[config.mk]
export PLATFORM = sky130hd
export DESIGN_NAME = uart_tx_buffered
export DESIGN_NICKNAME = d
export VERILOG_FILES = /design/src/rtl/uart_tx_buffered_pkg.sv /design/src/rtl/uart_tx_buffered_sync_fifo.sv /design/src/rtl/uart_tx_buffered.sv
export SDC_FILE = /design/constraint.sdc
export NUM_CORES = 1
export LEC_CHECK = 0
export BUFFER_PORTS_ARGS = -buffer_cell sky130_fd_sc_hd__clkbuf_2
export CORE_MARGIN = 2
export CORE_UTILIZATION = 60
export DETAILED_ROUTE_END_ITERATION = 10
export HOLD_SLACK_MARGIN = 0.12
export PLACE_DENSITY = 0.78
export SYNTH_ARGS = -nofsm -noshare
export SYNTH_HDL_FRONTEND = slang
export SYNTH_HIERARCHICAL = 1
export SYNTH_SLANG_ARGS = --single-unit
[constraint.sdc]
create_clock -name clk -period 3.7 [get_ports clk]
set_clock_uncertainty 0.2 [all_clocks]
set_input_delay 0.555 -clock clk [delete_from_list [all_inputs] [get_ports clk]]
set_output_delay 0.555 -clock clk [all_outputs]
set_load 0.03 [all_outputs]
[src/rtl/uart_tx_buffered_pkg.sv]
// Shared constants for the buffered UART transmitter.
// Optional build macro UART_TX_PARITY_EN adds an even-parity bit to every frame.
package uart_tx_buffered_pkg;

  // Serializer states; the PARITY state exists only when the parity bit is built in
  typedef enum logic [2:0] {
    ST_IDLE   = 3'd0,
    ST_START  = 3'd1,
    ST_DATA   = 3'd2,
`ifdef UART_TX_PARITY_EN
    ST_PARITY = 3'd3,
`endif
    ST_STOP   = 3'd4
  } tx_state_e;

  // Byte pushed by the top level to acknowledge a completed program load
  localparam logic [7:0] ACK_BYTE = 8'hAA;

  // Even parity: XOR of all data bits
  function automatic logic even_parity(input logic [7:0] b);
    return ^b;
  endfunction

endpackage

[src/rtl/uart_tx_buffered_sync_fifo.sv]
// Synchronous byte FIFO with registered full/empty flags.
// Read data is the current head, so it is valid in the same cycle as pop.
module sync_fifo #(
  parameter int W  = 8,
  parameter int AW = 4
) (
  input  logic         clk,
  input  logic         rstn,
  input  logic         push,
  input  logic         pop,
  input  logic [W-1:0] din,
  output logic [W-1:0] dout,
  output logic         full,
  output logic         empty
);

  logic [AW:0]  wr_ptr_q, wr_ptr_d, rd_ptr_q, rd_ptr_d;
  logic         full_q, full_d, empty_q, empty_d;
  logic [W-1:0] mem_q [0:(1<<AW)-1];
  logic         do_push, do_pop;

  // Flags are registered, so a pop never frees a slot for a push in the same cycle
  assign do_push = push && !full_q;
  assign do_pop  = pop  && !empty_q;

  // Next pointers and the flags they imply
  always_comb begin
    wr_ptr_d = wr_ptr_q + {{AW{1'b0}}, do_push};
    rd_ptr_d = rd_ptr_q + {{AW{1'b0}}, do_pop};
    full_d   = (wr_ptr_d[AW] != rd_ptr_d[AW]) &&
               (wr_ptr_d[AW-1:0] == rd_ptr_d[AW-1:0]);
    empty_d  = (wr_ptr_d == rd_ptr_d);
  end

  // Pointer and flag registers; contents are discarded on reset by clearing pointers
  always_ff @(posedge clk) begin
    if (!rstn) begin
      wr_ptr_q <= '0;
      rd_ptr_q <= '0;
      full_q   <= 1'b0;
      empty_q  <= 1'b1;
    end else begin
      wr_ptr_q <= wr_ptr_d;
      rd_ptr_q <= rd_ptr_d;
      full_q   <= full_d;
      empty_q  <= empty_d;
    end
  end

  // Storage array, written only on an accepted push
  always_ff @(posedge clk) begin
    if (do_push) mem_q[wr_ptr_q[AW-1:0]] <= din;
  end

  assign dout  = mem_q[rd_ptr_q[AW-1:0]];
  assign full  = full_q;
  assign empty = empty_q;

endmodule

[src/rtl/uart_tx_buffered.sv]
// Buffered UART transmitter: byte FIFO drained onto txd as 8N1 frames.
// Define UART_TX_PARITY_EN to append an even-parity bit (8E1).
module uart_tx_buffered
  import uart_tx_buffered_pkg::*;
#(
  parameter int CLK_PER_HALF_BIT = 434,
  parameter int FIFO_AW          = 4
) (
  input  logic       clk,
  input  logic       rstn,
  input  logic       wr_en,
  input  logic [7:0] wr_data,
  output logic       full,
  output logic       empty,
  output logic       overflow,
  output logic       txd
);

  localparam int BIT_CLKS = 2 * CLK_PER_HALF_BIT;
  localparam int CW       = (BIT_CLKS > 2) ? $clog2(BIT_CLKS) : 1;
  localparam logic [CW-1:0] CNT_LAST = CW'(BIT_CLKS - 1);
  localparam logic [CW-1:0] CNT_ONE  = CW'(1);

  tx_state_e  state_q;
  logic [7:0] sh_q;
  logic [2:0] bit_idx_q;
  logic [CW-1:0] clk_cnt_q;
  logic       txd_q, empty_q, ovf_q;
`ifdef UART_TX_PARITY_EN
  logic       par_q;
`endif

  logic       fifo_pop, fifo_full, fifo_empty, bit_end;
  logic [7:0] fifo_dout;

  assign fifo_pop = (state_q == ST_IDLE) && !fifo_empty;
  assign bit_end  = (clk_cnt_q == CNT_LAST);

  sync_fifo #(.W(8), .AW(FIFO_AW)) u_fifo (
    .clk   (clk),
    .rstn  (rstn),
    .push  (wr_en),
    .pop   (fifo_pop),
    .din   (wr_data),
    .dout  (fifo_dout),
    .full  (fifo_full),
    .empty (fifo_empty)
  );

  // Serializer FSM; txd is registered from the current state, so it lags state by one clock
  always_ff @(posedge clk) begin
    if (!rstn) begin
      state_q   <= ST_IDLE;
      sh_q      <= '0;
      bit_idx_q <= '0;
      clk_cnt_q <= '0;
      txd_q     <= 1'b1;
      empty_q   <= 1'b1;
      ovf_q     <= 1'b0;
`ifdef UART_TX_PARITY_EN
      par_q     <= 1'b0;
`endif
    end else begin
      clk_cnt_q <= bit_end ? '0 : clk_cnt_q + CNT_ONE;
      if (wr_en && fifo_full) ovf_q <= 1'b1;
      // Drained means nothing queued and no frame in flight
      empty_q <= fifo_empty && (state_q == ST_IDLE);
      case (state_q)
        ST_IDLE: begin
          txd_q     <= 1'b1;
          clk_cnt_q <= '0;
          if (!fifo_empty) begin
            sh_q      <= fifo_dout;
            bit_idx_q <= '0;
`ifdef UART_TX_PARITY_EN
            par_q     <= even_parity(fifo_dout);
`endif
            state_q   <= ST_START;
          end
        end
        ST_START: begin
          txd_q <= 1'b0;
          if (bit_end) state_q <= ST_DATA;
        end
        ST_DATA: begin
          txd_q <= sh_q[0];
          if (bit_end) begin
            sh_q      <= sh_q >> 1;
            bit_idx_q <= bit_idx_q + 3'd1;
`ifdef UART_TX_PARITY_EN
            if (bit_idx_q == 3'd7) state_q <= ST_PARITY;
`else
            if (bit_idx_q == 3'd7) state_q <= ST_STOP;
`endif
          end
        end
`ifdef UART_TX_PARITY_EN
        ST_PARITY: begin
          txd_q <= par_q;
          if (bit_end) state_q <= ST_STOP;
        end
`endif
        ST_STOP: begin
          txd_q <= 1'b1;
          if (bit_end) state_q <= ST_IDLE;
        end
        default: begin
          txd_q   <= 1'b1;
          state_q <= ST_IDLE;
        end
      endcase
    end
  end

  assign txd      = txd_q;
  assign empty    = empty_q;
  assign full     = fifo_full;
  assign overflow = ovf_q;

endmodule

==> results of run 1 <==
==> critical path: cells and delay by family <==
family,cells,cell delay (ps)
and+or+nand+nor,3,910
xor gates and xnor gates,2,500
adders and majority gates,2,440
buffers and inverters,2,620
==> stage by stage <==
step | util, % | hold slack, ps | area, sq um | setup slack (ps)
detailed placement | 63.54 | 252.2 | 6888 | 898.1
global placement | 63.54 | 244.8 | 6888 | 975.1
CTS | 68.65 | 264.0 | 7442 | 908.5
global route | 68.65 | 290.9 | 7442 | 799.7
finish | 68.65 | 260.5 | 7442 | 897.4
floorplan | - | 229.9 | 6674 | 1027
==> power groups by stage <==
stage	clock, W	sequential [W]	combinational, W
3_3_place_gp	0	0.00215	0.000313
5_1_grt	0.00171	0.00212	0.000349
4_1_cts	0.00164	0.00211	0.000323
6_report	0.00161	0.00211	0.000321
3_5_place_dp	0	0.00215	0.000320
2_1_floorplan	0	0.00214	0.000234
==> final cells by class <==
cell class | instances | area share (%)
Sequential cell | 167 | 62.16
Multi-Input combinational cell | 214 | 26.08
Clock buffer | 18 | 5.615
Tap cell | 140 | 2.354
Timing Repair Buffer | 22 | 1.950
Clock inverter | 14 | 1.698
Inverter | 3 | 0.1513
==> worst max path at each step <==
stage / start / endpoint
2_1_floorplan: state_q[2] / u_fifo/full
3_3_place_gp: wr_en / u_fifo/full
3_5_place_dp: wr_en / u_fifo/full
4_1_cts: wr_en / u_fifo/full
5_1_grt: wr_en / u_fifo/full
6_report: wr_en / u_fifo/full
==> timing repair <==
item,4_1_cts,5_1_grt
endpoints found under the setup margin,0,0
buffers inserted,0,0
hold buffers,1,0
hold endpoints to repair,1,0
==> cell usage after synthesis (2+ instances only) <==
cell	n	area share, %
inv_1	3	0.17
nor2b_1	6	0.56
nor2_1	33	1.9
a22oi_1	16	1.8
nand3b_1	4	0.45
clkbuf_1	11	0.62
dfxtp_1	39	12
or3b_2	3	0.39
nand2b_1	4	0.37
a21oi_1	3	0.22
ha_1	7	1.3
o21a_1	2	0.22
mux2i_1	7	1.0
o211a_1	7	1.0
buf_4	3	0.34
o21ai_0	11	0.82
nand2_1	19	1.1
and2_1	6	0.56
nor3_1	8	0.60
edfxtp_1	128	58
xnor2_1	6	0.79
xor2_1	12	1.6
or3b_1	3	0.39
or3_1	2	0.19
mux4_2	32	11
nand4_1	2	0.19
a21boi_1	2	0.22
nand3_1	9	0.67
buf_2	3	0.22
buf_1	2	0.11
==> flip-flops by register name (all words and copies together), names as in the netlist <==
| name | cells |
|---|---|
| u_fifo/wr_ptr_q | 5 |
| u_fifo/rd_ptr_q | 5 |
| sh_q | 8 |
| clk_cnt_q | 10 |
| state_q | 3 |
| overflow | 1 |
| u_fifo/full | 1 |
| empty | 1 |
| u_fifo/mem_q | 128 |
| txd | 1 |
| bit_idx_q | 3 |
| u_fifo/empty | 1 |
==> routing by layer <==
layer | track usage (%) | routed length, um | share of wire (%)
met1 | 31.77 | 5181 | 43
met2 | 34.48 | 5890 | 48
met3 | 5.453 | 797 | 6.6
met4 | 9.765 | 291 | 2.4
met5 | 0 | 0 | 0
==> kinds of logic after synthesis <==
kind of cell / count (synthesis) / share of synthesized area (%)
AO/OA/AOI/OAI: 42 / 4.462
XOR/XNOR: 20 / 2.943
adder cells (fa/ha/maj): 7 / 1.312
buffers and inverters: 23 / 1.631
flip-flops: 167 / 69.29
multiplexers: 39 / 11.85
AND/OR/NAND/NOR: 106 / 8.512
==> metrics list, run 1 <==
* Number of ports placed on the die boundary: 15
- Worst-case vdd ir drop: ~0.49 mV
* Min Tclk post-route: around 2800 ps
- The clock reaches the later pin of the worst-skew pair after around 530 ps.
- The routed design has between 10000 and 15000 um of wire.
- Number of violations reported at the end of detailed-routing iteration 0: between 300 and 400
- CTS built an H-tree with a depth of 4.
- The tree built by TritonCTS fans out to 167 sinks.
* Endpoints failing hold: 0
- Cell row count: 38
- Yosys warns: 6
- Routed len/inst: 21.04 um
* Switching portion of total power: about 23%
- Endpoint of the worst register-to-register path: u_fifo/full
* Wire length of the first global-routing pass: around 19000 um
- Post-route total power: between 0.004 and 0.005 W
* Post-synthesis cell area: about 6700 sq um
* Via count of the first global-routing pass: about 3.5k
- Clk buf depth: 2
- The worst hold path begins at clk_cnt_q[0].
- In this run the critical register-to-register path is launched from state_q[2].
- CP most frequent cell: ha_1
- Clock power frac: between 30% and 40%
- Placeable core area: around 11000 sq um
- The path class of the tightest hold or removal check is reg -> reg.
- Using the TritonRoute via totals, the vias-per-cell ratio works out to between 6 and 7.
- Clock buffers created by TritonCTS: 17
* Slowest-stage cell, CP: dlygate4sd3_1
* Seq cells post-synth: 167
- Detailed-router iteration count before antenna repair: 5
* Number of cells on the worst hold path: 1
- Synthesis produced between 400 and 500 cells.
- For the pin with the worst max-slew slack, the measured transition is slightly below 900 ps.
- Total Negative Setup Slacks: 0 ps
- Fill cells in the final layout number about 730.
* Post-synth ARST share: 0%
- During placement, the flow inserted port buffers numbering 14.
- Cells along the critical path: dlygate4sd3_1 > clkbuf_2 > nor2b_1 > ha_1 > ha_1 > xor2_2 > xnor3_1 > or3_4 > nor4b_2
- Width of the die: between 100 and 150 um
* Maximum number of pins on one net before global-route repair: 37
- Per report_power, the sequential group accounts for between 50% and 60% of the total.
- Overall track demand over capacity in global routing: a little under a quarter
- Data arrives at the worst endpoint at between 3000 and 4000 ps.
- Per report_power, the combinational group accounts for about 7.9% of the total.
* Crit path kind: in -> reg
* Net count reported at finish: ~440
- Antenna-violating nets left: 0
- Once the floorplan was initialized, standard cells occupied between 60% and 70% of the core.
- Net Switching: between 0.0009 and 0.001 W
- Outcome: complete, no violations
- The tool flagged a number of max-cap violations equal to 0.
- The congestion estimate from routability-driven global placement came to approximately 0.8.
* Multi-input logic area: just under 2000 sq um
- # resized after CTS: 0
- Root buffer cell: clkbuf_8
- Summed over all cells, the static leakage comes to around 2.6 nW.
- For this run, the number of standard cells in the final layout without fillers is 578.
- STA puts the critical path data required time at ~4000 ps.
- Power spread over the standard cell area amounts to around 540 nW/um^2.
- Vertical die dimension: 109.5 um
- Static timing analysis puts the maximum clock frequency at ~0.36 GHz.
- Endpoint, Worst Hold: clk_cnt_q[0]
* Overflow left after global routing: 0
- Register cell area after layout: between 4000 and 5000 sq um
- The final critical path takes up around three quarters of the cycle.
- Overall die area: between 10000 and 15000 sq um
- TritonCTS built the clock tree.
* Clock transition at the registers of the reported paths: roughly 70 ps
- R2R setup slack: approximately 1000 ps
* Sequential element share of the synthesized area: roughly 69%
* Slowest cell delay on critical path: around 520 ps
* Detailed-placement wirelength estimate: ~7500 um
* Worst rel slew slack: 42.17%
- Most frequent standard cell in the layout excluding fill and tap cells: edfxtp_1
* Critical path launch point type: input port
* Syn_area_per_cell: 16.52 sq um
- RSZ-0062 raised after global routing: false
* Final Setup Violations: 0
- Drt drc: 0
* Internal power component: approximately 0.0031 W
- Number of enable-type register cells in the synthesized netlist: 128
- In this run the worst path has a maximum fanout of 5.
- Number of instances in the placed design: 545
* Net count after synthesis: around 420
* Top FF cell, synth: edfxtp_1
- Share of cells above drive strength 1: 21.23%
* R2r worst-path depth: 9
* # diodes: 0
* Commonest cells after routing, fill and taps aside: edfxtp_1 (128), dfxtp_1 (38), nor2_1 (33)
- The synthesized netlist contains 41 unique library cells.
- The final max-slew violation count came to 0.
- Endpoint type of the worst setup path: flip-flop
* Antenna violations before repair: 0
- Relative to the synthesized area, the layout overhead comes to 11.51%.
- Vias: approximately 3.5k
Power figures use the tool's default switching activity.
==> run 2: changes to the inputs <==
- ABC_AREA: unset -> 1
- clock period: 3.7 -> 2.9 ns (I/O delays scaled with it)
==> run 2 against run 1 <==
  * Cell count rose by 52%
  * First-iteration DRC count grew 32%
  * Worst hold slack improved by 27 ps
  * Core utilization shrank 0.46 points
  * Power up 51%
  * Design area up 10%
  * Area after synthesis increased by 11%
  * Clock-buffer cell count up 2
  * Critical path type unchanged
  * Largest power group unchanged
==> metrics list, run 2 <==
- Outcome: complete, no violations
- Summed over all layers, the global routing overflow is 0.
- Total Negative Setup Slacks: 0 ps
- Post-synth ARST share: 0%
- The register with the most flip-flops in the layout has between 100 and 150 of them.
- For this run, the number of Yosys warnings is 6.
- Top FF cell, synth: edfxtp_1
* Vias per Instance: between 5 and 6
- Critical path launch point type: input port
* Number of buffers added on ports: 14
* Endpoints failing hold: 0
- For this configuration, the core starts out at a cell density of 61.55%.
- In the routed design, unresolved DRC markers number 0.
- The number of antenna violations at the first check in global routing was 0.
- CTS built an H-tree with a depth of 4.
- The first global-routing pass estimated between 20000 and 25000 um of wire.
- Setup violations remaining at the end of the flow were counted as 0.
- After legalization and detailed placement, the total HPWL measured 9870 um.
- Along the worst path, the maximum fanout reaches 8.
* Detailed-router iteration count before antenna repair: 5
- Counting the buffers created by CTS gives 17.
- After floorplanning, the core was sized to cover approximately 12000 sq um.
* Commonest cells after routing, fill and taps aside: edfxtp_1 (128), nand2_1 (124), inv_1 (93)
- Post-CTS repair timing setup buffer count: 0
- The worst setup path is captured at a flip-flop.
- At the worst endpoint, the required time is between 2000 and 3000 ps.
- VDD sags by at most about 0.54 mV.
- The tree is rooted in a clkbuf_16.
- Filler Cell Count: 820
- Post-synthesis cell area: between 7000 and 8000 sq um
- Number of enable-type register cells in the synthesized netlist: around 130
- Synthesis instantiated 38 different standard cells from the library.
- Yosys instantiated no cell more often than edfxtp_1.
- Min-Delay Path Class: reg -> reg
* Worst rel slew slack: roughly 50%
- At the end of routability-driven placement, the weighted congestion stood at just over 0.9.
- The final max-slew violation count is 0.
* Static leakage: 3.115 nW
- Clock transition at the registers of the reported paths: 60 ps
- For this block, the routed nets add up to about 15000 um of wire.
- Relative to the synthesized area, the layout overhead comes to 10.78%.
- Net count reported at finish: 739
- The final route contains roughly 5k vias.
- In the final layout, the share of cells above drive strength 1 is ~12%.
* Post-route total power: between 0.006 and 0.007 W
- Cells fill about two thirds of the core in the end.
* Most frequent standard cell in the layout excluding fill and tap cells: edfxtp_1
* Number of ports placed on the die boundary: 15
- The worst path needs between 2000 and 3000 ps of the cycle, external delays included.
* Number of violations reported at the end of detailed-routing iteration 0: 438
- The count of nets left with antenna violations once routing finished came out at 0.
* Maximum number of pins on one net before global-route repair: 72
- For this design, the sink count on the clock tree is about 170.
- Overall track demand over capacity in global routing: around a quarter
- Dividing the detail-routed wire length by the instance count gives roughly 17 um.
- Measured along the x axis, the die boundary spans between 100 and 150 um.
- Crit path kind: in -> reg
- The floorplan step defined a die boundary enclosing 13230 sq um.
- RSZ-0062 raised after global routing: false
- Transition time at the pin with the least slew margin: about 750 ps
- Max Fclk: a little under 0.4 GHz
- The largest total area in the synthesized netlist belongs to edfxtp_1.
- Critical Path AT: approximately 2400 ps
- After layout, the worst path uses between 80 and 90% of the clock period.
- Non-filler instance count after layout: 881
- After clock tree synthesis, the repair step resized 0 gates.
- Counting instances in the post-synthesis netlist gives the leading cell types as edfxtp_1 (128), nand2_1 (124), inv_1 (93).
- Summing the sequential cell areas from Yosys gives a little over three fifths of the chip area.
- Synthesis produced between 700 and 800 cells.
- Counting every net in the synthesized netlist gives ~730.
- The tool flagged a number of max-cap violations equal to 0.
- The clock passes through at most 2 buffers.
* Power density of the placed cells: roughly 750 nW/um^2
- 0 antenna diodes ended up in the layout.
* Vertical die dimension: about 120 um
- Top area cells in the synthesized netlist: edfxtp_1 (52%), dfxtp_1 (11%), nand2_1 (6.3%)
- Number of instances in the placed design: between 800 and 900
- Area share of the largest cell type after synthesis: 51.99%
- The clock reaches the later pin of the worst-skew pair after about 430 ps.
* Cell row count: 40
- Dividing the synthesized area by the synthesized cell count gives about 10 sq um.
* Via count of the first global-routing pass: 4941
- In this run, synthesis produced a sequential element count of between 150 and 200.
* CTS tree: done
-- run 2: final cells by class --
type / instances / area [sq um] / share of cell area (%)
sequential: 167 / 4629 / 56.52
tap: 147 / 183.9 / 2.246
inverter: 98 / 375.4 / 4.583
clock inverter: 12 / 225.2 / 2.750
clock buffer: 20 / 446.7 / 5.454
multi-input combinational: 415 / 2172 / 26.52
timing repair buffer: 22 / 157.7 / 1.925
-- run 2: metal layers --
layer | global-route usage (%) | up-vias | share of wire [%]
met5 | 0 | - | 0
met4 | 10.92 | 0 | 3.0
met3 | 5.957 | 39 | 5.8
met2 | 43.57 | 202 | 52
met1 | 30.72 | 2429 | 39
li1 | - | 2436 | -
-- run 2: report_power, final --
group	internal, W	switching [W]	total [W]
Sequential	0.00268	0.0000948	0.00278
Combinational	0.000274	0.000539	0.000813
Clock	0.00164	0.000888	0.00253
-- run 2: final timing paths --
| path | startpoint | endpoint | slack (ps) | cells after the start |
|---|---|---|---|---|
| min reg2reg | overflow | overflow | 290 | 2 |
| min | overflow | overflow | 290 | 2 |
| max | wr_en | u_fifo/mem_q[9][6] | 380 | 6 |
| max reg2reg | state_q[2] | u_fifo/empty | 480 | 13 |
-- run 2: logic make-up after synthesis --
logic type               count (synthesis)  share of synthesized area, %
AND/OR/NAND/NOR                        286                         17.63
flip-flops                             167                         62.55
buffers and inverters                  129                         8.072
AO/OA/AOI/OAI                          117                         9.968
adder cells (fa/ha/maj)                  7                         1.185
XOR/XNOR                                 5                        0.5924
-- run 2: worst max-delay path, cell delays in order --
cell and delay (ps):
dlygate4sd3_1 530, clkbuf_2 110, inv_1 40, nor2_1 320
nand3_1 280, nor2_1 650
-- run 2: metrics by stage --
stage          setup WS [ps]  cell area [sq um]  hold WS (ps)
5_1_grt                262.0               8190         303.4
3_5_place_dp           545.7               7508         268.9
2_1_floorplan          964.1               7393         237.9
4_1_cts                454.5               8190         264.5
6_report               381.9               8190         287.8
3_3_place_gp           630.6               7508         258.1
-- run 2: repair_timing --
item / CTS / global route
setup endpoints to repair: 0 / 0
endpoints found under the hold margin: 1 / 0
hold buffers: 1 / 0
